===== src/rtl/mem_arb_pkg.sv =====
// Shared types and constants for the port-B arbiter slice.
package mem_arb_pkg;

  localparam int PORTB_ADDR_W = 18;
  localparam int PORTB_DATA_W = 24;

  // Who holds port B. The last-served requester is stored with the same type.
  typedef enum logic [1:0] {
    OWN_NONE = 2'd0,
    OWN_R0   = 2'd1,
    OWN_R1   = 2'd2
  } owner_t;

  // Read-return tag values.
  localparam logic TAG_R0 = 1'b0;
  localparam logic TAG_R1 = 1'b1;

  // One read-pipe slot: an outstanding read and the requester it belongs to.
  typedef struct packed {
    logic valid;
    logic tag;
  } rd_entry_t;

endpackage


===== src/rtl/read_tag_pipe.sv =====
// Fixed-depth shift register that carries read tags alongside the memory read
// latency, so each returning word can be routed to the requester that asked.
module read_tag_pipe
  import mem_arb_pkg::*;
#(
  parameter int DEPTH = 1
) (
  input  logic      clk,
  input  logic      rst,
  input  rd_entry_t issue,
  output rd_entry_t retire
);

  rd_entry_t stage [DEPTH];

  // Shift tags one stage per clock; reset drops every in-flight read.
  // NOTE: these slots are cleared on reset (unlike a data RAM) because a stale
  // valid bit would produce a spurious rvalid after reset.
  // NOTE: sequential state uses non-blocking assignments so every stage
  // samples the value from before the clock edge.
  always_ff @(posedge clk or negedge rst) begin
    if (!rst) begin
      for (int i = 0; i < DEPTH; i++) begin
        stage[i] <= '0;
      end
    end else begin
      stage[0] <= issue;
      for (int i = 1; i < DEPTH; i++) begin
        stage[i] <= stage[i-1];
      end
    end
  end

  assign retire = stage[DEPTH-1];

endmodule


===== src/rtl/mem_port_b_arbiter.sv =====
// Shares memory port B between display scanout (read-only, requester 0) and
// the debug/loader (read/write, requester 1) with bounded-burst round robin,
// single-cycle accepts and tagged read returns.
module mem_port_b_arbiter
  import mem_arb_pkg::*;
#(
  parameter int ADDR_W       = PORTB_ADDR_W,
  parameter int DATA_W       = PORTB_DATA_W,
  parameter int READ_LATENCY = 1,
  parameter int MAX_BURST    = 8
) (
  input  logic              clk,
  input  logic              rst,
  input  logic              req0,
  input  logic [ADDR_W-1:0] addr0,
  output logic              gnt0,
  output logic              rvalid0,
  output logic [DATA_W-1:0] rdata0,
  input  logic              req1,
  input  logic              we1,
  input  logic [ADDR_W-1:0] addr1,
  input  logic [DATA_W-1:0] wdata1,
  output logic              gnt1,
  output logic              rvalid1,
  output logic [DATA_W-1:0] rdata1,
  output logic [ADDR_W-1:0] mem_addr,
  output logic              mem_we,
  output logic [DATA_W-1:0] mem_wdata,
  input  logic [DATA_W-1:0] mem_rdata,
  output logic [15:0]       conflict_cnt
);

  localparam int                 BURST_W   = $clog2(MAX_BURST + 1);
  localparam logic [BURST_W-1:0] BURST_MAX = BURST_W'(MAX_BURST);
  localparam logic [BURST_W-1:0] BURST_ONE = BURST_W'(1);

  owner_t             owner;
  owner_t             last;
  owner_t             sel;
  logic [BURST_W-1:0] burst_cnt;
  logic               own_req;
  logic               other_req;
  logic               keep;
  logic               conflict;
  rd_entry_t          issue;
  rd_entry_t          retire;

  // Pick this cycle's winner: stay with the owner until its burst is spent
  // under contention, otherwise serve the requester that went least recently.
  // NOTE: every variable gets a default before the branches, so no path
  // leaves a value unassigned and no latch is inferred.
  always_comb begin
    own_req   = 1'b0;
    other_req = 1'b0;
    sel       = OWN_NONE;
    case (owner)
      OWN_R0: begin
        own_req   = req0;
        other_req = req1;
      end
      OWN_R1: begin
        own_req   = req1;
        other_req = req0;
      end
      default: ;
    endcase
    keep = (owner != OWN_NONE) && own_req &&
           ((burst_cnt < BURST_MAX) || !other_req);
    if (keep) begin
      sel = owner;
    end else if (req0 && req1) begin
      sel = (last == OWN_R0) ? OWN_R1 : OWN_R0;
    end else if (req0) begin
      sel = OWN_R0;
    end else if (req1) begin
      sel = OWN_R1;
    end
  end

  // Grants are same-cycle accepts, held off entirely while reset is asserted.
  assign gnt0 = rst && (sel == OWN_R0);
  assign gnt1 = rst && (sel == OWN_R1);

  // Drive the port-B pins from whichever requester was accepted.
  always_comb begin
    mem_addr = '0;
    if (gnt0) begin
      mem_addr = addr0;
    end else if (gnt1) begin
      mem_addr = addr1;
    end
  end

  assign mem_we    = gnt1 & we1;
  assign mem_wdata = gnt1 ? wdata1 : '0;

  // Only accepted reads enter the return pipe; writes never come back.
  assign issue.valid = (gnt0 | gnt1) & ~mem_we;
  assign issue.tag   = gnt1 ? TAG_R1 : TAG_R0;

  assign conflict = (req0 & ~gnt0) | (req1 & ~gnt1);

  // Arbitration state: current owner, last-served requester, burst length.
  always_ff @(posedge clk or negedge rst) begin
    if (!rst) begin
      owner     <= OWN_NONE;
      last      <= OWN_R1;
      burst_cnt <= '0;
    end else begin
      owner <= sel;
      if (sel != OWN_NONE) begin
        last <= sel;
      end
      if (sel != OWN_NONE && sel == owner) begin
        burst_cnt <= (burst_cnt < BURST_MAX) ? burst_cnt + BURST_ONE : BURST_MAX;
      end else if (sel != OWN_NONE) begin
        burst_cnt <= BURST_ONE;
      end else begin
        burst_cnt <= '0;
      end
    end
  end

  // Saturating count of cycles in which some request had to wait.
  always_ff @(posedge clk or negedge rst) begin
    if (!rst) begin
      conflict_cnt <= '0;
    end else if (conflict && conflict_cnt != 16'hFFFF) begin
      conflict_cnt <= conflict_cnt + 16'd1;
    end
  end

  read_tag_pipe #(
    .DEPTH (READ_LATENCY)
  ) u_read_tag_pipe (
    .clk    (clk),
    .rst    (rst),
    .issue  (issue),
    .retire (retire)
  );

  // Read data is broadcast; the tag decides which requester sees it as valid.
  assign rvalid0 = rst && retire.valid && (retire.tag == TAG_R0);
  assign rvalid1 = rst && retire.valid && (retire.tag == TAG_R1);
  assign rdata0  = mem_rdata;
  assign rdata1  = mem_rdata;

endmodule


===== config.mk =====
export PLATFORM = sky130hd
export DESIGN_NAME = mem_port_b_arbiter
export DESIGN_NICKNAME = d
export VERILOG_FILES = /design/src/rtl/mem_arb_pkg.sv /design/src/rtl/read_tag_pipe.sv /design/src/rtl/mem_port_b_arbiter.sv
export SDC_FILE = /design/constraint.sdc
export NUM_CORES = 1
export LEC_CHECK = 0
export CAP_MARGIN = 20
export CORE_ASPECT_RATIO = 0.75
export CORE_MARGIN = 8
export CORE_UTILIZATION = 29
export CTS_BUF_LIST = sky130_fd_sc_hd__clkbuf_4 sky130_fd_sc_hd__clkbuf_8
export DETAILED_ROUTE_END_ITERATION = 8
export GPL_TIMING_DRIVEN = 0
export PLACE_DENSITY = 0.79
export SETUP_SLACK_MARGIN = 0.5
export SYNTH_ARGS = -nofsm -noshare
export SYNTH_HDL_FRONTEND = slang
export SYNTH_HIERARCHICAL = 1
export SYNTH_SLANG_ARGS = --single-unit

===== constraint.sdc =====
create_clock -name clk -period 3.7 [get_ports clk]
set_input_delay 1.11 -clock clk [delete_from_list [all_inputs] [get_ports clk]]
set_output_delay 1.11 -clock clk [all_outputs]
set_load 0.02 [all_outputs]

After elaboration in Yosys (flattened, before gate mapping)

Cells that the tools add are included.

Register bits: 26
Input port bits: 89
Output and inout port bits: 111
Word-level logic and storage cells: 54
RAM bits: 0
Memory bits (read-only): 0
Memories: 0
Latch bits: 0

Add/subtract/negate cells: 2
Bitwise logic cells: 10
Multiplexer cells: 14
Reduce and logical (&&, ||, !) cells: 14
$lt $le $gt $ge: 1
Equal/unequal tests: 7
Multiply operators: 0
Div/mod/pow operators: 0
Shift-type cells: 0

Operator list:

| operator                                                              | count |
|---|---|
| 18-bit two-way mux                                                    | 2 |
| 24-bit two-way mux                                                    | 1 |
| 16-bit by 1-bit adder with 16-bit output, second input constant       | 1 |
| 16-bit inequality test, second input constant                         | 1 |
| 1-bit logical AND                                                     | 10 |
| 2-bit two-way mux                                                     | 5 |
| 4-bit two-way mux                                                     | 2 |
| 2-bit by 1-bit equality test with 1-bit output, second input constant | 3 |
| 4-bit by 1-bit adder with 4-bit output, second input constant         | 1 |
| 1-bit AND                                                             | 4 |
| 2-bit equality test, second input constant                            | 2 |
| 4-bit < comparator, second input constant                             | 1 |
| 1-bit inverter                                                        | 4 |
| 1-bit case mux with 2 select lines                                    | 2 |
| 2-bit nonzero test                                                    | 2 |
| 2-bit equality test                                                   | 1 |
| 1-bit two-way mux                                                     | 2 |
| 1-bit OR                                                              | 2 |
| 1-bit zero test                                                       | 1 |
| 1-bit logical OR                                                      | 1 |

Logic depth before layout (Yosys ltp)

Gate-level depths: netlist (run 1).

Word-level depth: 12
Gate-level depth with buffers: 9
Mapped depth without buffers: 7

Cells and area by module

Netlist (run 1), hierarchy kept.

By module, submodules not included:

| module             | instances | area each (µm²) | cells each | sequential area each (µm²) |
|---|---|---|---|---|
| mem_port_b_arbiter | 1         | 2195.9          | 246        | 601.8 |
| read_tag_pipe      | 1         | 50.0            | 2          | 50.0 |

Least setup slack after synthesis (run 1)

OpenSTA, ideal clock, no wires.

Path type: in2out
Start point: in req0
End point: out mem_addr[10]
Arrival time: 2.800 ns
Data required time: 2.590 ns
Path slack: -0.210 ns
Buffers on the path: 2
Stages on the path: 7
Cell sequence: buf_6 > a22o_4 > a211oi_2 > mux2_2 > and2_1 > buf_2 > a22o_1

Word-level cells in the longest chain between the ends: 9
Elaborated cells between the ends (all ways): 16
Classes of those cells: eq/ne (2); mux (7); reduce/logical (7)

Ends and longest elaborated chain:

| what                               | line                     | text |
|---|---|---|
| from (decl)                        | mem_port_b_arbiter.sv:14 | `input logic req0,` |
| 1-bit case mux with 2 select lines | mem_port_b_arbiter.sv:56 | `case (owner)` |
| 1-bit zero test                    | mem_port_b_arbiter.sv:68 | `((burst_cnt < BURST_MAX) \|\| !other_req);` |
| 1-bit logical OR                   | mem_port_b_arbiter.sv:68 |  |
| 1-bit logical AND                  | mem_port_b_arbiter.sv:67 | `keep = (owner != OWN_NONE) && own_req &&` |
| 2-bit two-way mux (*)              | mem_port_b_arbiter.sv:69 | `if (keep) begin` |
| 2-bit equality test (*)            | mem_port_b_arbiter.sv:82 | `assign gnt1 = rst && (sel == OWN_R1);` |
| 1-bit logical AND (*)              | mem_port_b_arbiter.sv:82 |  |
| via gnt1                           | mem_port_b_arbiter.sv:23 | `output logic gnt1,` |
| 18-bit two-way mux (*)             | mem_port_b_arbiter.sv:89 | `end else if (gnt1) begin` |
| 18-bit two-way mux (*)             | mem_port_b_arbiter.sv:87 | `if (gnt0) begin` |
| to (decl)                          | mem_port_b_arbiter.sv:26 | `output logic [ADDR_W-1:0] mem_addr,` |

Mark *: on every way through the listed nets, which the timed path passes. The rest lies on a longest branch.

Worst setup path after layout (run 1)

Start point: in req0
End point: out mem_addr[7]

Word-level cells in the longest chain between the ends: 9
Elaborated cells between the ends (all ways): 16
Classes of those cells: eq/ne (2); mux (7); reduce/logical (7)

Ends and longest elaborated chain:

| what                               | line |
|---|---|
| 1-bit case mux with 2 select lines | mem_port_b_arbiter.sv:56 |
| 1-bit zero test                    | mem_port_b_arbiter.sv:68 |
| 1-bit logical OR                   | mem_port_b_arbiter.sv:68 |
| 1-bit logical AND                  | mem_port_b_arbiter.sv:67 |
| 2-bit two-way mux (*)              | mem_port_b_arbiter.sv:69 |
| 2-bit equality test                | mem_port_b_arbiter.sv:82 |
| 1-bit logical AND                  | mem_port_b_arbiter.sv:82 |
| 18-bit two-way mux                 | mem_port_b_arbiter.sv:89 |
| 18-bit two-way mux (*)             | mem_port_b_arbiter.sv:87 |

Every way passes the cells marked *; elsewhere a longest branch is shown, timed or not.

==> results of run 1 <==
worst min-delay path by stage:
stage | start | endpoint | slack, ns | depth (start not counted)
after global routing | last[1] | last[1] | 0.53 | 1
final | conflict_cnt[15] | conflict_cnt[15] | 0.51 | 1
after floorplan | last[1] | last[1] | 0.49 | 1
after global placement | last[1] | last[1] | 0.50 | 1
after detailed placement | last[1] | last[1] | 0.50 | 1
after CTS | last[1] | last[1] | 0.51 | 1
metrics by stage:
step | instances | total power, mW | worst slack [ns] | TNS, ns | instance area [µm²]
2_1_floorplan | 248 | 0.852 | -0.0524 | -0.915 | 2570
3_3_place_gp | 523 | 1.19 | -1.54 | -66.03 | 4440
3_5_place_dp | 524 | 1.21 | -1.21 | -50.52 | 4450
4_1_cts | 544 | 1.53 | -0.251 | -7.23 | 4780
5_1_grt | 547 | 1.63 | -0.300 | -9.53 | 4850
6_report | 547 | 1.54 | -0.253 | -7.20 | 4850
cells in the mapped netlist, drive strengths merged, types with 2 or more instances:
cell type	n
a22o	19
o2111ai	2
nor3b	2
nor3	9
and3	28
a21oi	7
nand4	3
a211oi	2
clkbuf	5
dfrtp	25
ha	5
buf	55
nand3	5
nand2	18
o21ai	5
a21o	2
or3	3
mux2	2
and2	3
nand2b	2
inv	6
nor2	9
or4	2
xor2	16
nor2b	3
power by group through the flow:
stage | Combinational [mW] | Clock (mW) | Sequential [mW]
final | 0.894 | 0.239 | 0.411
after global routing | 0.956 | 0.254 | 0.422
after CTS | 0.876 | 0.244 | 0.409
after detailed placement | 0.792 | 0 | 0.415
after global placement | 0.778 | 0 | 0.412
after floorplan | 0.407 | 0 | 0.445
timing repair:
item,in CTS,in global routing
resized for setup,310,13
hold buffers,0,0
pin swaps,18,5
buffers inserted,12,2
setup endpoints to repair,63,47
endpoints found under the hold margin,0,0
cloned,4,1
layer usage:
metal	vias up	track usage	part of all wire
li1	1226	-	-
met3	14	0.0594	0.080
met2	115	0.325	0.54
met1	1227	0.198	0.36
met4	0	0.0414	0.017
met5	-	0	0
sequential cells by signal (all words and copies together), names as in the netlist:
register,cells
burst_cnt,4
conflict_cnt,16
last,2
owner,2
u_read_tag_pipe/retire,2
critical path: stages:
cell	delay, ns
buf_12	0.10
a22o_4	0.26
a211oi_4	0.35
mux2_4	0.35
and2_4	0.17
buf_12	0.15
a22o_4	0.22
buf_6	0.13
final cells by class:
class,count,area (µm²),share of cell area
Timing Repair Buffer,193,1990,0.411
Clock inverter,1,30.0,0.00619
Inverter,6,22.5,0.00464
Multi-Input combinational cell,157,1470,0.302
Buffer,60,522,0.107
Clock buffer,3,41.3,0.00851
Sequential cell,26,653,0.135
Tap cell,101,126,0.0260
cells by family after synthesis:
| group | after synthesis |
|---|---|
| flops | 26 |
| compound gates | 43 |
| fa+ha+maj | 5 |
| buf+inv | 66 |
| xor+xnor | 16 |
| simple gates | 89 |
| mux | 3 |
==> key figures, run 1 <==
Run status
  – Status: finished, violations left
  – Failing checks: negative setup slack

Synth
  – XOR/XNOR share of the synthesized area: 0.0624
  – Area share of fa/ha/maj cells after synthesis: 0.0279
  – Post-synthesis compound-gate area fraction: 0.164
  – Largest family of logic cells by synthesized area: simple AND/OR/NAND/NOR gates
  – Top FF cell, synth: dfrtp_1
  – Synthesized instance count: 248
  – Syn Nets: 342
  – Synth area leaders: dfrtp_1 28%, buf_4 16%, and3_1 7.8%, a22o_1 7.0%, xor2_1 6.2%
  – Syn Area/Cell: 9.06 µm²
  – Yosys cell types: 42
  – Number of enable flip-flop cells after synthesis: 0
  – Share of the synthesized area in the top cell type: 0.279
  – Synthesized area: 2250 µm²
  – Mux cell area share after synthesis: 0.0162
  – Seq/Total Area, Yosys: 0.290
  – Post-synthesis simple-gate area fraction: 0.237
  – Asr flop ratio synth: 1.00
  – Leading area contributor after synthesis: dfrtp_1
  – Synth Register Bits: 26
  – Synthesis warning total: 6

Worst setup path
  – CP Capture Point: mem_addr[7]
  – R2r worst-path depth: 10
  – Worst EP arrival: 2.84 ns
  – Crit Path Category: in -> out
  – CP Launch Type: primary input
  – Worst Path Required: 2.59 ns
  – Reg-to-Reg Start: owner[0]
  – R2r setup slk: 0.88 ns
  – Worst reg2reg path endpoint: conflict_cnt[8]
  – Critical path fanouts, max: 10
  – Setup crit start: req0
  – Setup crit end kind: output pin

Global routing
  – Tot GR Track Use: 0.178
  – First-pass GRT wire length: 15800 µm
  – Vias in the first global route: 2756
  – Total global routing overflow: 0
  – Largest net degree at the start of global routing: 19
  – Antenna violations before repair: 0

Floorplanning
  – IO Count: 200
  – Core area: 7430 µm²
  – Starting density of the core: 0.302
  – Site row count: 27
  – Die Ht: 92.2 µm
  – Die X: 118 µm
  – Die area: 10800 µm²

Timing
  – Worst-Margin Slew: 0.535 ns
  – Worst rel slew slack: 0.637
  – Min cycle time layout: 3.95 ns
  – Fin. max-slew vios: 0
  – # setup viols final: 45
  – Slack of the critical path: -0.253 ns
  – Fin. Hold Viols: 0
  – Final Skew: 0.00582 ns
  – Hold slack: 0.513 ns
  – Period Utilization, post-route: 1.07
  – Fmax: 253 MHz
  – RSZ-0062 raised after global routing: true

Detailed routing
  – Vias: 2582
  – Residual DRC: 0
  – Drt first-iter violations: 130
  – Drt via density: 4.72
  – Routed wire length: 10200 µm
  – Pre-Repair DR Iteration Count: 4
  – WL/cell: 18.6 µm
  – Antenna-violating nets left: 0

Pwr
  – Peak supply drop: 0.000215 V
  – Clk pwr share: 0.155
  – Part of the power in registers: 0.266
  – Internal Power: 984 µW
  – Switching part of the total: 0.363
  – Leak: 2.23 nW
  – Pwr per Cell Area: 318 nW/µm²
  – NetSw: 560 µW
  – Logic pwr share: 0.579

Place
  – DP HPWL: 8340 µm
  – Placer Congestion: 0.831
  – IO Port Bufs: 174

Clock network
  – Num CTS Buffers: 3
  – CTS max path bufs: 2
  – Clock-pin slew on the worst setup and hold paths: 0.09 ns
  – H-tree levels: 1
  – Worst skew pair latency: 0.28 ns
  – Root buf cell: clkbuf_8
  – CTS tree: yes
  – CTS sink count: 26

Min path
  – Worst hold path type: reg -> reg

Final layout
  – Final core occ: 0.653
  – Fill cell count: 580
  – Most frequent cells in the layout: 125 x clkdlybuf4s50_1, 59 x buf_4, 54 x buf_6
  – # diodes: 0
  – Fraction of layout cells with a size suffix above 1: 0.442
  – Most common cell after layout, fill and taps aside: clkdlybuf4s50_1
  – Synthesis-to-finish area growth: 116%
  – Net count, final: 541

Flow run
  – Max-Cap Viols: 0
Power figures use the tool's default switching activity.
==> run 2, diff against run 1 <==
- CORE_UTILIZATION: 29 -> 35
- PLACE_DENSITY: 0.79 -> 0.89
- clock period: 3.7 -> 4.8 ns (I/O delays scaled with it)
==> run 2 against run 1 <==
The run now ends clean. Critical path type unchanged. Utilization grew 13 points. Total power shrank 23%. Sequential share of layout area shrank 0.084 points. Hold slack lost 0.0042 ns. Largest cell class unchanged. Clock skew grew 0.0049 ns. Critical path depth is the same.
==> key figures, run 2 (synthesized netlist as in run 1, its figures left out) <==
Pwr
  – Leak: 2.27 nW (+1.4%)
  – Peak supply drop: 0.000172 V (-20%)
  – Part of the power in registers: 0.267 (about the same)
  – Clk pwr share: 0.120 (-0.035)
  – Logic pwr share: 0.613 (+0.034)
  – Switching part of the total: 0.386 (+0.0237)
  – NetSw: 460 µW (-18%)
  – Pwr per Cell Area: 244 nW/µm² (-23%)
  – Internal Power: 730 µW (-26%)

Place
  – DP HPWL: 8200 µm (-1.6%)
  – Placer Congestion: 0.868 (+4.5%)
  – IO Port Bufs: 174 (unchanged)
  – Post-place setup slack: -0.708 ns (+0.504 ns)

Worst setup path
  – CP bufs+invs: 3 (unchanged)
  – Crit Path Category: in -> out
  – Setup crit end kind: output pin
  – CP Launch Type: primary input
  – Worst Path Required: 3.36 ns (+0.77 ns)
  – Worst EP arrival: 3.17 ns (+0.33 ns)
  – Critical path's top delay family: compound AO/OA/AOI/OAI gates
  – Crit-path cells: buf_12 > a22o_4 > a211oi_4 > mux2_4 > and2_4 > buf_12 > a22o_4 > buf_4
  – Critical path fanouts, max: 11 (+1)
  – Max stage delay on crit path: 0.36 ns (about the same)
  – CP max-delay cell: mux2_4
  – Worst reg2reg path endpoint: conflict_cnt[6]
  – R2r worst-path depth: 12 (+2)
  – Reg-to-Reg Start: owner[0]
  – R2r setup slk: 1.57 ns (+0.69 ns)

Detailed routing
  – WL/cell: 22.4 µm (+20%)
  – Pre-Repair DR Iteration Count: 4 (unchanged)
  – Antenna-violating nets left: 0 (unchanged)
  – Residual DRC: 0 (unchanged)
  – Routed wire length: 11900 µm (+17%)
  – Drt via density: 5.17 (+9.5%)
  – Drt first-iter violations: 167 (+28%)
  – Vias: 2750 (+6.5%)

Clock network
  – Clock-pin slew on the worst setup and hold paths: 0.09 ns (about the same)
  – Root buf cell: clkbuf_8
  – H-tree levels: 1 (unchanged)
  – Num CTS Buffers: 3 (unchanged)
  – CTS tree: yes
  – Worst skew pair latency: 0.28 ns (about the same)
  – CTS sink count: 26 (unchanged)
  – CTS max path bufs: 2 (unchanged)

Floorplanning
  – Die area: 9260 µm² (-15%)
  – Die X: 108 µm (-7.8%)
  – Core area: 6260 µm² (-16%)
  – Die Ht: 85.4 µm (-7.4%)
  – Site row count: 25 (-7.4%)
  – Starting density of the core: 0.359 (+0.0568)
  – IO Count: 200 (unchanged)

Final layout
  – Multi-input gate area: 1480 µm² (+1.1%)
  – Final core occ: 0.779 (+0.126)
  – Biggest regs: conflict_cnt x16, burst_cnt x4
  – Fill cell count: 377 (-35%)
  – Largest register FFs: 16 (unchanged)
  – Most frequent cells in the layout: 126 x clkdlybuf4s50_1, 60 x buf_4, 57 x buf_6
  – Sequential Area: 652 µm² (-0.19%)
  – Net count, final: 546 (+0.92%)
  – Most common cell after layout, fill and taps aside: clkdlybuf4s50_1
  – # diodes: 0 (unchanged)
  – Top reg by flops: conflict_cnt
  – Synthesis-to-finish area growth: 117%
  – Fraction of layout cells with a size suffix above 1: 0.452 (+0.0106)

Timing
  – Hold slack: 0.508 ns (-0.00419 ns)
  – # setup viols final: 0 (-100%)
  – Worst rel slew slack: 0.624 (-0.0121)
  – Fmax: 217 MHz
  – Fin. Hold Viols: 0 (unchanged)
  – Period Utilization, post-route: 0.961
  – Min cycle time layout: 4.61 ns
  – Final Skew: 0.0108 ns (+0.00494 ns)
  – Worst-Margin Slew: 0.563 ns (+0.0288 ns)
  – Slack of the critical path: 0.188 ns (+0.440 ns)
  – RSZ-0062 raised after global routing: true
  – Fin. max-slew vios: 0 (unchanged)

Global routing
  – Tot GR Track Use: 0.226 (+0.0473)
  – First-pass GRT wire length: 16500 µm (+4.6%)
  – Vias in the first global route: 2905 (+5.4%)
  – Total global routing overflow: 0 (unchanged)
  – Antenna violations before repair: 0 (unchanged)
  – Largest net degree at the start of global routing: 17 (-2)

Min path
  – Worst Hold Depth: 1 (unchanged)
  – Worst hold path type: reg -> reg
  – Hold EP: conflict_cnt[15]
  – Worst Min Path Start: conflict_cnt[15]

Run status
  – Status: finished clean

Flow run
  – Max-Cap Viols: 0 (unchanged)
-- run 2: cell count changes in the layout (fill, tap and decap cells not counted), sizes merged --
cell           change
clkdlybuf4s50      +1
clkbuf             +4
bufinv             -1
buf                +2
dlygate4sd2        -1
-- run 2: cell type report --
cell class | count | share of cell area
Timing Repair Buffer | 198 | 0.420
Multi-Input combinational cell | 157 | 0.304
Sequential cell | 26 | 0.134
Buffer | 60 | 0.105
Tap cell | 81 | 0.0208
Clock buffer | 4 | 0.0113
Inverter | 6 | 0.00462
-- run 2: worst max-delay path by stage --
stage                     from            to  slack (ns)  cells past startpoint
after floorplan           req0  mem_addr[10]        0.38                      7
after global placement     rst       rvalid0       -0.92                      6
after detailed placement  req1   mem_addr[4]       -0.71                      9
after CTS                 req0   mem_addr[6]        0.18                      8
after global routing      req0  mem_addr[11]        0.16                      8
final                     req0  mem_addr[11]        0.19                      8
-- run 2: stage by stage --
step	TNS, ns	power [mW]	instance area, µm²	cells
5_1_grt	0	1.24	4880	532
3_3_place_gp	-39.66	0.896	4280	503
3_5_place_dp	-25.20	0.913	4300	504
2_1_floorplan	0	0.639	2440	248
6_report	0	1.19	4880	532
4_1_cts	0	1.12	4680	526
-- run 2: power groups by stage --
stage / Clock, mW / Sequential (mW) / Combinational [mW]
floorplan: 0 / 0.343 / 0.296
CTS: 0.143 / 0.314 / 0.665
finish: 0.143 / 0.318 / 0.729
global placement: 0 / 0.316 / 0.580
detailed placement: 0 / 0.318 / 0.595
global route: 0.151 / 0.324 / 0.765
-- run 2: worst reg2reg max path, cell delays in order, from the launching register on --
cell and delay [ns]:
dfrtp_1 0.51, inv_1 0.17, ha_1 0.27, a22o_4 0.27, a211oi_4 0.32, buf_4 0.18
buf_6 0.10, buf_4 0.10, buf_4 0.17, mux2i_2 0.52, buf_6 0.24, nor2_1 0.08
xor2_1 0.17
-- run 2: routing by layer --
layer / wire (µm) / GRT usage / up-vias
met5: 0 / 0 / -
met4: 412 / 0.0520 / 0
met3: 1130 / 0.0590 / 41
met2: 6280 / 0.413 / 173
met1: 4080 / 0.252 / 1301
li1: - / - / 1235
-- run 2: repair_timing --
item / 4_1_cts / 5_1_grt
endpoints found under the setup margin: 47 / 46
gates cloned: 4 / 1
pin swaps: 10 / 22
resized for setup: 312 / 44
hold buffers: 0 / 0
setup buffers: 14 / 5
==> run 3, diff against run 2 <==
- CTS_CLUSTER_DIAMETER: default -> 80
- MAX_ROUTING_LAYER: default -> met4
==> run 3 against run 2 <==
Sequential power about the same. Via count up 0.62%. Count of clock-buffer cells in the layout unchanged. Combinational power down 3.6%. Die area unchanged. Critical path type unchanged. Critical endpoint is now mem_addr[16].
==> key figures, run 3 (synthesized netlist as in run 1, its figures left out) <==
Timing
  – # setup viols final: 0 (unchanged)
  – Final Skew: 0.00221 ns (-0.00856 ns)
  – Period Utilization, post-route: 0.967 (+0.00580)
  – Worst-Margin Slew: 0.583 ns (+0.0200 ns)
  – Min cycle time layout: 4.64 ns (+0.0278 ns)
  – Fmax: 216 MHz (-0.60%)
  – Worst rel slew slack: 0.611 (-0.0137)
  – RSZ-0062 raised after global routing: true
  – Fin. max-slew vios: 0 (unchanged)
  – Fin. Hold Viols: 0 (unchanged)

Clock network
  – CTS sink count: 26 (unchanged)
  – Worst skew pair latency: 0.27 ns (about the same)
  – Clock-pin slew on the worst setup and hold paths: 0.09 ns (about the same)
  – CTS max path bufs: 2 (unchanged)
  – CTS Hold Bufs: 0 (unchanged)
  – Root buf cell: clkbuf_8
  – H-tree levels: 1 (unchanged)
  – Num CTS Buffers: 3 (unchanged)
  – CTS tree: yes

Floorplanning
  – Site row count: 25 (unchanged)
  – Die area: 9260 µm² (unchanged)
  – Core area: 6260 µm² (unchanged)
  – Die Ht: 85.4 µm (unchanged)
  – Die X: 108 µm (unchanged)
  – IO Count: 200 (unchanged)
  – Starting density of the core: 0.359 (unchanged)

Global routing
  – Largest net degree at the start of global routing: 17 (unchanged)
  – Antenna violations before repair: 0 (unchanged)
  – Tot GR Track Use: 0.235 (+0.00912)
  – Total global routing overflow: 0 (unchanged)
  – First-pass GRT wire length: 16600 µm (+0.67%)
  – Vias in the first global route: 2921 (+0.55%)

Worst setup path
  – CP Capture Point: mem_addr[16]
  – Worst Path Required: 3.36 ns (about the same)
  – R2r worst-path depth: 10 (-2)
  – CP max-delay cell: mux2_4
  – R2r setup slk: 1.87 ns (+0.30 ns)
  – Reg-to-Reg Start: owner[0]
  – Crit-path cells: buf_8 > a22o_4 > a211oi_4 > mux2_4 > and2_4 > buf_12 > a22o_4 > buf_4
  – CP Launch Type: primary input
  – Max stage delay on crit path: 0.35 ns (about the same)
  – Setup crit start: req0
  – Most frequent CP cell: a22o_4
  – Crit Path Category: in -> out
  – Worst reg2reg path endpoint: conflict_cnt[7]
  – Critical path fanouts, max: 11 (unchanged)
  – Setup crit end kind: output pin
  – Worst EP arrival: 3.20 ns (+0.03 ns)

Final layout
  – Biggest regs: conflict_cnt x16, burst_cnt x4
  – Synthesis-to-finish area growth: 111%
  – Most common cell after layout, fill and taps aside: clkdlybuf4s50_1
  – Top reg by flops: conflict_cnt
  – Largest register FFs: 16 (unchanged)
  – Final core occ: 0.757 (-0.0224)
  – Fraction of layout cells with a size suffix above 1: 0.442 (-0.0106)
  – Net count, final: 541 (-0.92%)
  – Most frequent cells in the layout: 125 x clkdlybuf4s50_1, 69 x buf_4, 45 x buf_6
  – # diodes: 0 (unchanged)
  – Fill cell count: 399 (+5.8%)
  – Fin cells: 527 (-0.94%)

Pwr
  – Leak: 2.21 nW (-2.6%)
  – Total power: 1.16 mW (-2.5%)
  – Switching part of the total: 0.391 (+0.00463)
  – Peak supply drop: 0.000140 V (-19%)
  – Pwr per Cell Area: 245 nW/µm² (+0.34%)
  – Clk pwr share: 0.118 (-0.002)
  – Internal Power: 706 µW (-3.3%)
  – Part of the power in registers: 0.276 (+0.009)
  – Logic pwr share: 0.606 (-0.007)
  – NetSw: 453 µW (-1.4%)

Place
  – DP HPWL: 8120 µm (-0.97%)
  – IO Port Bufs: 174 (unchanged)
  – Placed insts: 504 (unchanged)
  – Placer Congestion: 0.911 (+5.0%)

Run status
  – Status: finished clean

Detailed routing
  – WL/cell: 21.9 µm (-1.9%)
  – Antenna-violating nets left: 0 (unchanged)
  – Residual DRC: 0 (unchanged)
  – Routed wire length: 11600 µm (-2.8%)
  – Pre-Repair DR Iteration Count: 5 (+1)
  – Drt first-iter violations: 211 (+26%)
  – Vias: 2767 (+0.62%)
  – Drt via density: 5.25 (+1.6%)

Min path
  – Worst Hold Depth: 1 (unchanged)
  – Worst hold path type: reg -> reg

Flow run
  – Max-Cap Viols: 0 (unchanged)
## run 3: changes by cell type in the layout (fill, tap and decap cells not counted), sizes merged
cell	previous run	this run
buf	127	122
clkdlybuf4s50	126	125
dlygate4sd2	0	1
## run 3: worst min-delay path by stage
stage                     start               end  slack, ns
6_report       conflict_cnt[15]  conflict_cnt[15]       0.51
4_1_cts        conflict_cnt[15]  conflict_cnt[15]       0.51
3_3_place_gp   conflict_cnt[15]  conflict_cnt[15]       0.49
3_5_place_dp   conflict_cnt[15]  conflict_cnt[15]       0.49
5_1_grt        conflict_cnt[15]  conflict_cnt[15]       0.54
2_1_floorplan           last[1]           last[1]       0.49
## run 3: critical path, delay by kind of cell
family | cells | cell delay (ns)
AOI/OAI and AO/OA | 3 | 0.82
buffers and inverters | 3 | 0.40
and+or+nand+nor | 1 | 0.19
muxes | 1 | 0.35
## run 3: what timing repair did
action	CTS	global route
cloned	4	0
endpoints found under the setup margin	47	46
pin swaps	7	5
gates resized for setup	304	32
setup buffers	12	3
## run 3: per-stage QoR
stage                     setup slack [ns]  TNS (ns)  area [µm²]  hold slack [ns]
after global placement              -0.947    -40.46        4280            0.487
after global routing                 0.124         0        4740            0.544
after CTS                            0.168         0        4620            0.509
final                                0.160         0        4740            0.510
after floorplan                      0.382         0        2440            0.490
after detailed placement            -0.765    -31.94        4300            0.494
## run 3: power by group through the flow
stage	registers, mW	logic, mW	clock network [mW]
2_1_floorplan	0.343	0.296	0
3_3_place_gp	0.316	0.580	0
3_5_place_dp	0.319	0.595	0
4_1_cts	0.315	0.658	0.136
5_1_grt	0.325	0.739	0.147
6_report	0.320	0.703	0.136
## run 3: final cells by class
type,count,area [µm²],share of cell area
plain buffers,60,508,0.107
repair buffers,193,1940,0.409
well taps,81,101,0.0214
inverters,6,22.5,0.00476
multi-input cells,157,1470,0.310
flip-flops and latches,26,652,0.138
clock buffers,4,48.8,0.0103
## run 3: routing by layer
layer | part of all wire | track usage
met1 | 0.36 | 0.264
met2 | 0.53 | 0.424
met3 | 0.078 | 0.0394
met4 | 0.028 | 0.0483
met5 | 0 | -
